File: src/rtl/serial_mag_compare_ctrl_pkg.sv
// serial_mag_compare_ctrl_pkg: FSM state encoding and one-hot result constants shared by the comparator files
package serial_mag_compare_ctrl_pkg;
    typedef enum logic [1:0] {
        IDLE = 2'd0,
        SCAN = 2'd1,
        DONE = 2'd2
    } state_t;
    localparam logic [2:0] GT   = 3'b100;
    localparam logic [2:0] LT   = 3'b010;
    localparam logic [2:0] EQ   = 3'b001;
    localparam logic [2:0] NONE = 3'b000;
endpackage

File: src/rtl/serial_mag_compare_ctrl_bit_compare_cell.sv
// bit_compare_cell: combinational 1-bit three-way compare; ports a_i, b_i in, y_o one-hot GT/LT/EQ out
module bit_compare_cell
    import serial_mag_compare_ctrl_pkg::*;
(
    input  logic       a_i,
    input  logic       b_i,
    output logic [2:0] y_o
);
    assign y_o = (a_i & ~b_i) ? GT : (~a_i & b_i) ? LT : EQ;
endmodule

File: src/rtl/serial_mag_compare_ctrl.sv
// serial_mag_compare_ctrl: MSB-first serial magnitude compare with early exit; start/a/b in, busy/done/y/bits_scanned out
module serial_mag_compare_ctrl
    import serial_mag_compare_ctrl_pkg::*;
#(
    parameter int WIDTH = 8
) (
    input  logic                         clk,
    input  logic                         rst,
    input  logic                         start,
    input  logic [WIDTH-1:0]             a,
    input  logic [WIDTH-1:0]             b,
    output logic                         busy,
    output logic                         done,
    output logic [2:0]                   y,
    output logic [$clog2(WIDTH+1)-1:0]   bits_scanned
);
    localparam int CW = $clog2(WIDTH+1);
    state_t           state_q, state_d;
    logic [WIDTH-1:0] a_q, a_d, b_q, b_d;
    logic [CW-1:0]    cnt_q, cnt_d, bits_q, bits_d;
    logic [2:0]       y_q, y_d, cell_y;
    logic             last;
    bit_compare_cell u_cell (
        .a_i (a_q[WIDTH-1]),
        .b_i (b_q[WIDTH-1]),
        .y_o (cell_y)
    );
    assign last = cnt_q == CW'(WIDTH - 1);
    // A mismatch and an equal final bit both finish here; the cell reports EQ in the latter case
    always_comb begin
        state_d = state_q;
        a_d     = a_q;
        b_d     = b_q;
        cnt_d   = cnt_q;
        y_d     = y_q;
        bits_d  = bits_q;
        case (state_q)
            IDLE: if (start) begin
                a_d     = a;
                b_d     = b;
                cnt_d   = '0;
                state_d = SCAN;
            end
            SCAN: if (cell_y != EQ || last) begin
                y_d     = cell_y;
                bits_d  = cnt_q + CW'(1);
                state_d = DONE;
            end else begin
                a_d   = {a_q[WIDTH-2:0], 1'b0};
                b_d   = {b_q[WIDTH-2:0], 1'b0};
                cnt_d = cnt_q + CW'(1);
            end
            DONE:    state_d = IDLE;
            default: state_d = IDLE;
        endcase
    end
    always_ff @(posedge clk or posedge rst) begin
        if (rst) begin
            state_q <= IDLE;
            a_q     <= '0;
            b_q     <= '0;
            cnt_q   <= '0;
            y_q     <= NONE;
            bits_q  <= '0;
        end else begin
            state_q <= state_d;
            a_q     <= a_d;
            b_q     <= b_d;
            cnt_q   <= cnt_d;
            y_q     <= y_d;
            bits_q  <= bits_d;
        end
    end
    assign busy         = state_q != IDLE;
    assign done         = state_q == DONE;
    assign y            = y_q;
    assign bits_scanned = bits_q;
endmodule

File: config.mk
export PLATFORM = sky130hd
export DESIGN_NAME = serial_mag_compare_ctrl
export DESIGN_NICKNAME = d
export VERILOG_FILES = /design/src/rtl/serial_mag_compare_ctrl_pkg.sv /design/src/rtl/serial_mag_compare_ctrl_bit_compare_cell.sv /design/src/rtl/serial_mag_compare_ctrl.sv
export SDC_FILE = /design/constraint.sdc
export NUM_CORES = 1
export LEC_CHECK = 0
export CORE_ASPECT_RATIO = 2
export CORE_MARGIN = 2
export CORE_UTILIZATION = 40
export CTS_CLUSTER_DIAMETER = 100
export DETAILED_ROUTE_END_ITERATION = 8
export GPL_TIMING_DRIVEN = 0
export PLACE_DENSITY_LB_ADDON = 0.1
export SLEW_MARGIN = 20
export SYNTH_ARGS = -nofsm -noshare
export SYNTH_HDL_FRONTEND = slang
export SYNTH_HIERARCHICAL = 1
export SYNTH_SLANG_ARGS = --single-unit
File: constraint.sdc
create_clock -name clk -period 2.8 [get_ports clk]
set_input_delay 0.7 -clock clk [delete_from_list [all_inputs] [get_ports clk]]
set_output_delay 0.7 -clock clk [all_outputs]
set_load 0.005 [all_outputs]
Word level (Yosys, flattened, before mapping)
Cells that the tools add are included.
{"block": "word_totals", "output_inout_bits": 9, "input_bits": 19, "register_bits": 29, "elab_cells": 39}
{"block": "classes", "eq_ne": 7, "addsub": 1, "mux": 14, "bitwise": 4, "reduce_logical": 7}
{"op": "8-bit 2-to-1 mux", "count": 4}
{"op": "8-bit one-hot mux with 2 select lines", "count": 2}
{"op": "4-bit 2-to-1 mux", "count": 2}
{"op": "4-bit one-hot mux with 2 select lines", "count": 1}
{"op": "2-bit 2-to-1 mux", "count": 3}
{"op": "2-bit != test, second input constant", "count": 3}
{"op": "4-bit by 1-bit adder with 4-bit output, second input constant", "count": 1}
{"op": "4-bit by 3-bit == test with 1-bit output, second input constant", "count": 1}
{"op": "2-bit one-hot mux with 2 select lines", "count": 1}
{"op": "2-bit AND reduction", "count": 2}
{"op": "2-bit nonzero test", "count": 2}
{"op": "3-bit 2-to-1 mux", "count": 1}
{"op": "3-bit by 1-bit != test with 1-bit output, second input constant", "count": 1}
{"op": "3-bit AND reduction", "count": 1}
{"op": "1-bit bitwise AND", "count": 2}
{"op": "2-bit by 1-bit == test with 1-bit output, second input constant", "count": 1}
{"op": "2-bit == test, second input constant", "count": 1}
{"op": "2-bit zero test", "count": 1}
{"op": "1-bit NOT", "count": 2}
{"op": "1-bit logical OR", "count": 1}

Longest topological paths before layout
{"block": "logic_depth", "word_depth": 8, "ltp_mapped": 6, "mapped_depth_nobuf": 5}

By module
The synthesis kept the hierarchy.
{"mod": "serial_mag_compare_ctrl", "seq_area_each_um2": 725.7, "cells_each": 99, "area_per_inst_um2": 1381.3, "instances": 1}
{"mod": "bit_compare_cell", "seq_area_each_um2": 0.0, "cells_each": 4, "area_per_inst_um2": 32.5, "instances": 1}

Worst setup path after synthesis
Ideal clock, no wire load.
{"block": "synth_timing", "path_type": "register to register", "from": "register a_q[7]", "to": "register b_q[1]", "path_buffers": 1, "period_less_slack_ns": 1.662, "required_time_ns": 2.677, "t_arrival_ns": 1.539, "setup_ns": 0.123, "path_stages_with_launch": 7, "setup_slack_ns": 1.138, "path_cell_list": "dfrtp_1 -> inv_1 -> ha_1 -> nor3b_4 -> nand3_4 -> buf_6 -> o221a_1"}
{"block": "synth_via", "elab_chain_cells": 8, "word_cells_on_any_way": 9, "classes_between": "eq/ne (2); mux (2); bitwise (3); reduce/logical (2)"}
{"item": "from (decl)", "line_no": "serial_mag_compare_ctrl.sv:19", "rtl": "logic [WIDTH-1:0] a_q, a_d, b_q, b_d;"}
{"item": "from (signal assigned)", "line_no": "serial_mag_compare_ctrl.sv:60", "rtl": "a_q <= '0;"}
{"item": "from (signal assigned)", "line_no": "serial_mag_compare_ctrl.sv:67", "rtl": "a_q <= a_d;"}
{"item": "1-bit NOT", "line_no": "serial_mag_compare_ctrl_bit_compare_cell.sv:9", "rtl": "assign y_o = (a_i & ~b_i) ? GT : (~a_i & b_i) ? LT : EQ;"}
{"item": "1-bit bitwise AND", "line_no": "serial_mag_compare_ctrl_bit_compare_cell.sv:9"}
{"item": "2-bit 2-to-1 mux", "line_no": "serial_mag_compare_ctrl_bit_compare_cell.sv:9"}
{"item": "3-bit 2-to-1 mux *", "line_no": "serial_mag_compare_ctrl_bit_compare_cell.sv:9"}
{"item": "named net cell_y[0]", "line_no": "serial_mag_compare_ctrl.sv:21", "rtl": "logic [2:0] y_q, y_d, cell_y;"}
{"item": "3-bit by 1-bit != test with 1-bit output *", "line_no": "serial_mag_compare_ctrl.sv:44", "rtl": "SCAN: if (cell_y != EQ || last) begin"}
{"item": "1-bit logical OR *", "line_no": "serial_mag_compare_ctrl.sv:44"}
{"item": "2-bit != test (no line) *"}
{"item": "3-bit AND reduction (no line) *"}
{"item": "to (signal assigned)", "line_no": "serial_mag_compare_ctrl.sv:61", "rtl": "b_q <= '0;"}
{"item": "to (signal assigned)", "line_no": "serial_mag_compare_ctrl.sv:68", "rtl": "b_q <= b_d;"}
{"item": "to (decl)", "line_no": "serial_mag_compare_ctrl.sv:19"}
The timed path passes the listed nets; every way through them passes the cells marked *.
A chain may end at the register's enable or synchronous reset.

Worst setup path after layout
{"block": "layout_timing", "from": "register state_q[0]", "to": "output busy"}
{"block": "layout_via", "elab_chain_cells": 1}
{"item": "from (decl)", "line_no": "serial_mag_compare_ctrl.sv:18", "rtl": "state_t state_q, state_d;"}
{"item": "from (signal assigned)", "line_no": "serial_mag_compare_ctrl.sv:66", "rtl": "state_q <= state_d;"}
{"item": "2-bit nonzero test", "line_no": "serial_mag_compare_ctrl.sv:74", "rtl": "assign busy = state_q != IDLE;"}
{"item": "to (decl)", "line_no": "serial_mag_compare_ctrl.sv:12", "rtl": "output logic busy,"}
Every way passes these cells.

==> summary.txt <==
Critical path
  – Reg2reg setup slack: 0.93 ns
  – Worst r2r src: a_q[7]$_DFFE_PP0P_
  – CP max stage delay: 0.44 ns
  – Slowest CP cell: clkdlybuf4s50_1
  – Critical Path Source Type: flop
  – Critical path class: reg2out
  – Worst R2R Path Depth: 6
  – Reg-to-reg endpoint: b_q[1]$_DFFE_PP0P_
  – Crit path max fanout: 5
  – Critical Path RT: 2.10 ns
  – CP Data Arrival Time: 1.45 ns
  – Crit-path cells: or2_2 > clkdlybuf4s50_1
  – Critical path capture point type: output port

Detailed routing
  – Vias per cell: 5.54
  – Post-route antenna net violation count: 0
  – Overall routed net length: 2.70 mm
  – Routed len/inst: 16.0 microns
  – Drt drc: 0
  – 1st-iter DRT viols: 22
  – Via count: 936
  – 1st-pass router iterations: 4

CTS
  – Num CTS Buffers: 5
  – Register clock-pin slew on the reported worst setup and hold paths: 0.06 ns
  – Latest clock arrival within the worst-skew pair: 0.28 ns
  – Root Driver: clkbuf_8
  – Clock Tree Buf Depth: 2
  – CTS tree: yes
  – Hold Buf Count CTS: 0
  – CTS sink cnt: 29
  – H-Tree Level Count: 2
  – # resized after CTS: 0
  – Setup Fix Bufs, Post-CTS: 0

Logic synthesis
  – Area leader, netlist: dfrtp_1
  – Syn_area_per_cell: 13.7 sq um
  – Number of distinct library cells after synthesis: 30
  – Post-synthesis compound-gate area fraction: 0.169
  – Most common cell in the netlist: dfrtp_1
  – Number of flops mapped to enable cells by yosys: 0
  – Adder-Cell Fraction of Synth Area: 0.0265
  – Yosys warns: 6
  – Register area share after synthesis: 0.513
  – Primary FF master, synth: dfrtp_1
  – Simple-gate share of the synthesized area: 0.167
  – Async SR Flop Fraction: 1.00
  – Mapped cell area: 1410 sq um
  – Yosys top cell area share: 0.513
  – Synthesis-stage register bit count: 29
  – Largest cells by area after synthesis: dfrtp_1, nand2b_1, o221a_1
  – Largest family of logic cells by synthesized area: compound AO/OA/AOI/OAI gates
  – Post-Synth XOR/XNOR Area: 0.00619
  – Cells after Synth: 103
  – Mux share of post-synthesis cell area: 0.0823
  – Synth Net Count: 125
  – Synth top cells by count: dfrtp_1, nand2b_1, o221a_1

Pwr
  – Pwr Density: 1060 nW/um^2
  – Static Leakage: 0.801 nW
  – Max VDD drop: 492 uV

STA
  – Worst clock skew: 0.00584 ns
  – RSZ-0062 raised after global routing: false
  – Fin crit share: 0.767
  – Final Setup Violations: 0
  – Tmin final: 2.15 ns
  – Slew Viols, Final: 0
  – Final hold violations: 0
  – Max_slew headroom: 0.597
  – Setup TNS: 0 ns
  – Measured slew at the worst slew-check pin: 0.604 ns
  – Fmax: 466 MHz

Floorplanning
  – Die ar.: 4060 sq um
  – I/O Pins: 28
  – Initial Utilization: 0.419
  – Die X: 46.0 microns
  – Die Ht: 88.1 microns
  – FP Rows: 30
  – Core box area: 3380 sq um

Placement
  – Post-DP HPWL: 1.95 mm
  – Final estimated routing congestion in global placement: 0.741
  – IO Port Bufs: 27

Layout
  – Final-stage net count: 159
  – Layout fillers: 301
  – Syn-to-layout area delta: 28.1%
  – Number of diodes: 0
  – Area taken by flip-flops and latches: 726 sq um
  – Share of layout cells above drive strength 1: 0.219
  – Area of the multi-input gates: 638 sq um
  – Final core utilization: 0.536

Global route
  – Initial antenna violation count: 0
  – Vias in the first global route: 985
  – First-pass GRT wire length: 4.42 mm
  – GRT Total Usage: 0.156
  – Total grt overflow: 0
  – Largest net degree at the start of global routing: 30

Run
  – Maxcap violations: 0

Hold path
  – Hold Path Sink: y[2]$_DFFE_PP0P_
  – WHS Path Cells: 1
  – Hold path startpoint: y[2]$_DFFE_PP0P_
  – Hold WC Path Type: reg2reg

Outcome
  – Outcome: complete, no violations
==> stage by stage <==
| stage | power [mW] | cells | area (sq um) | setup WS [ns] | hold WS [ns] |
|---|---|---|---|---|---|
| 6_report | 1.91 | 169 | 1810 | 0.652 | 0.510 |
| 5_1_grt | 2.05 | 169 | 1810 | 0.612 | 0.531 |
| 4_1_cts | 1.94 | 169 | 1810 | 0.644 | 0.516 |
| 3_5_place_dp | 1.59 | 162 | 1720 | 0.508 | 0.499 |
| 3_3_place_gp | 1.56 | 162 | 1720 | 0.515 | 0.486 |
| 2_1_floorplan | 1.32 | 103 | 1410 | 1.14 | 0.473 |
==> flip-flops by register name, indices dropped and copies added, names as in the netlist <==
| signal | count |
|---|---|
| a_q | 8 |
| b_q | 8 |
| bits_scanned | 4 |
| cnt_q | 4 |
| y | 3 |
| state_q | 2 |
==> routing by layer <==
metal / global-route usage / share of wire
met1: 0.169 / 0.39
met2: 0.259 / 0.55
met3: 0.0495 / 0.040
met4: 0.0779 / 0.023
met5: 0 / 0
==> power by group <==
group | switching, mW | leakage [nW] | internal, mW | total (mW)
combinational | 0.352 | 0.409 | 0.486 | 0.838
sequential | 0.126 | 0.348 | 0.601 | 0.728
clock | 0.153 | 0.0443 | 0.194 | 0.348
==> critical path, delay by kind of cell (launching register included) <==
kind | cells | cell delay [ns]
buf+inv | 1 | 0.44
flops | 1 | 0.42
simple gates | 1 | 0.30
==> area by class of cell <==
| type | count | share of cell area |
|---|---|---|
| Clock buffer | 7 | 0.0477 |
| Buffer | 3 | 0.0152 |
| Multi-Input combinational cell | 65 | 0.352 |
| Sequential cell | 29 | 0.401 |
| Inverter | 6 | 0.0124 |
| Tap cell | 32 | 0.0221 |
| Timing Repair Buffer | 27 | 0.149 |
==> logic make-up after synthesis <==
family,after synthesis
xor+xnor,1
flops,29
buf+inv,9
compound gates,21
fa+ha+maj,3
mux,9
simple gates,31
==> worst max path at each step <==
stage                                      start                  to  slack [ns]  depth (start not counted)
after CTS                 state_q[0]$_DFFE_PP0P_                busy        0.64                          2
after floorplan               a_q[7]$_DFFE_PP0P_  b_q[1]$_DFFE_PP0P_        1.14                          6
after global routing      state_q[0]$_DFFE_PP0P_                busy        0.61                          2
after global placement                     start  b_q[3]$_DFFE_PP0P_        0.51                          5
final                     state_q[0]$_DFFE_PP0P_                busy        0.65                          2
after detailed placement                   start  b_q[6]$_DFFE_PP0P_        0.51                          5
==> cell usage in the layout, fill, tap and decap left out, types with 2 or more instances in the layout <==
cell / count
buf_6: 2
and2_1: 2
mux2i_1: 3
o221a_2: 6
dfrtp_1: 29
inv_1: 5
clkbuf_8: 6
mux2_4: 5
nand3_1: 2
clkdlybuf4s50_1: 27
nand2b_1: 16
a31o_1: 2
o221a_1: 8
nand2_1: 2
ha_1: 3
Power figures use the tool's default switching activity.
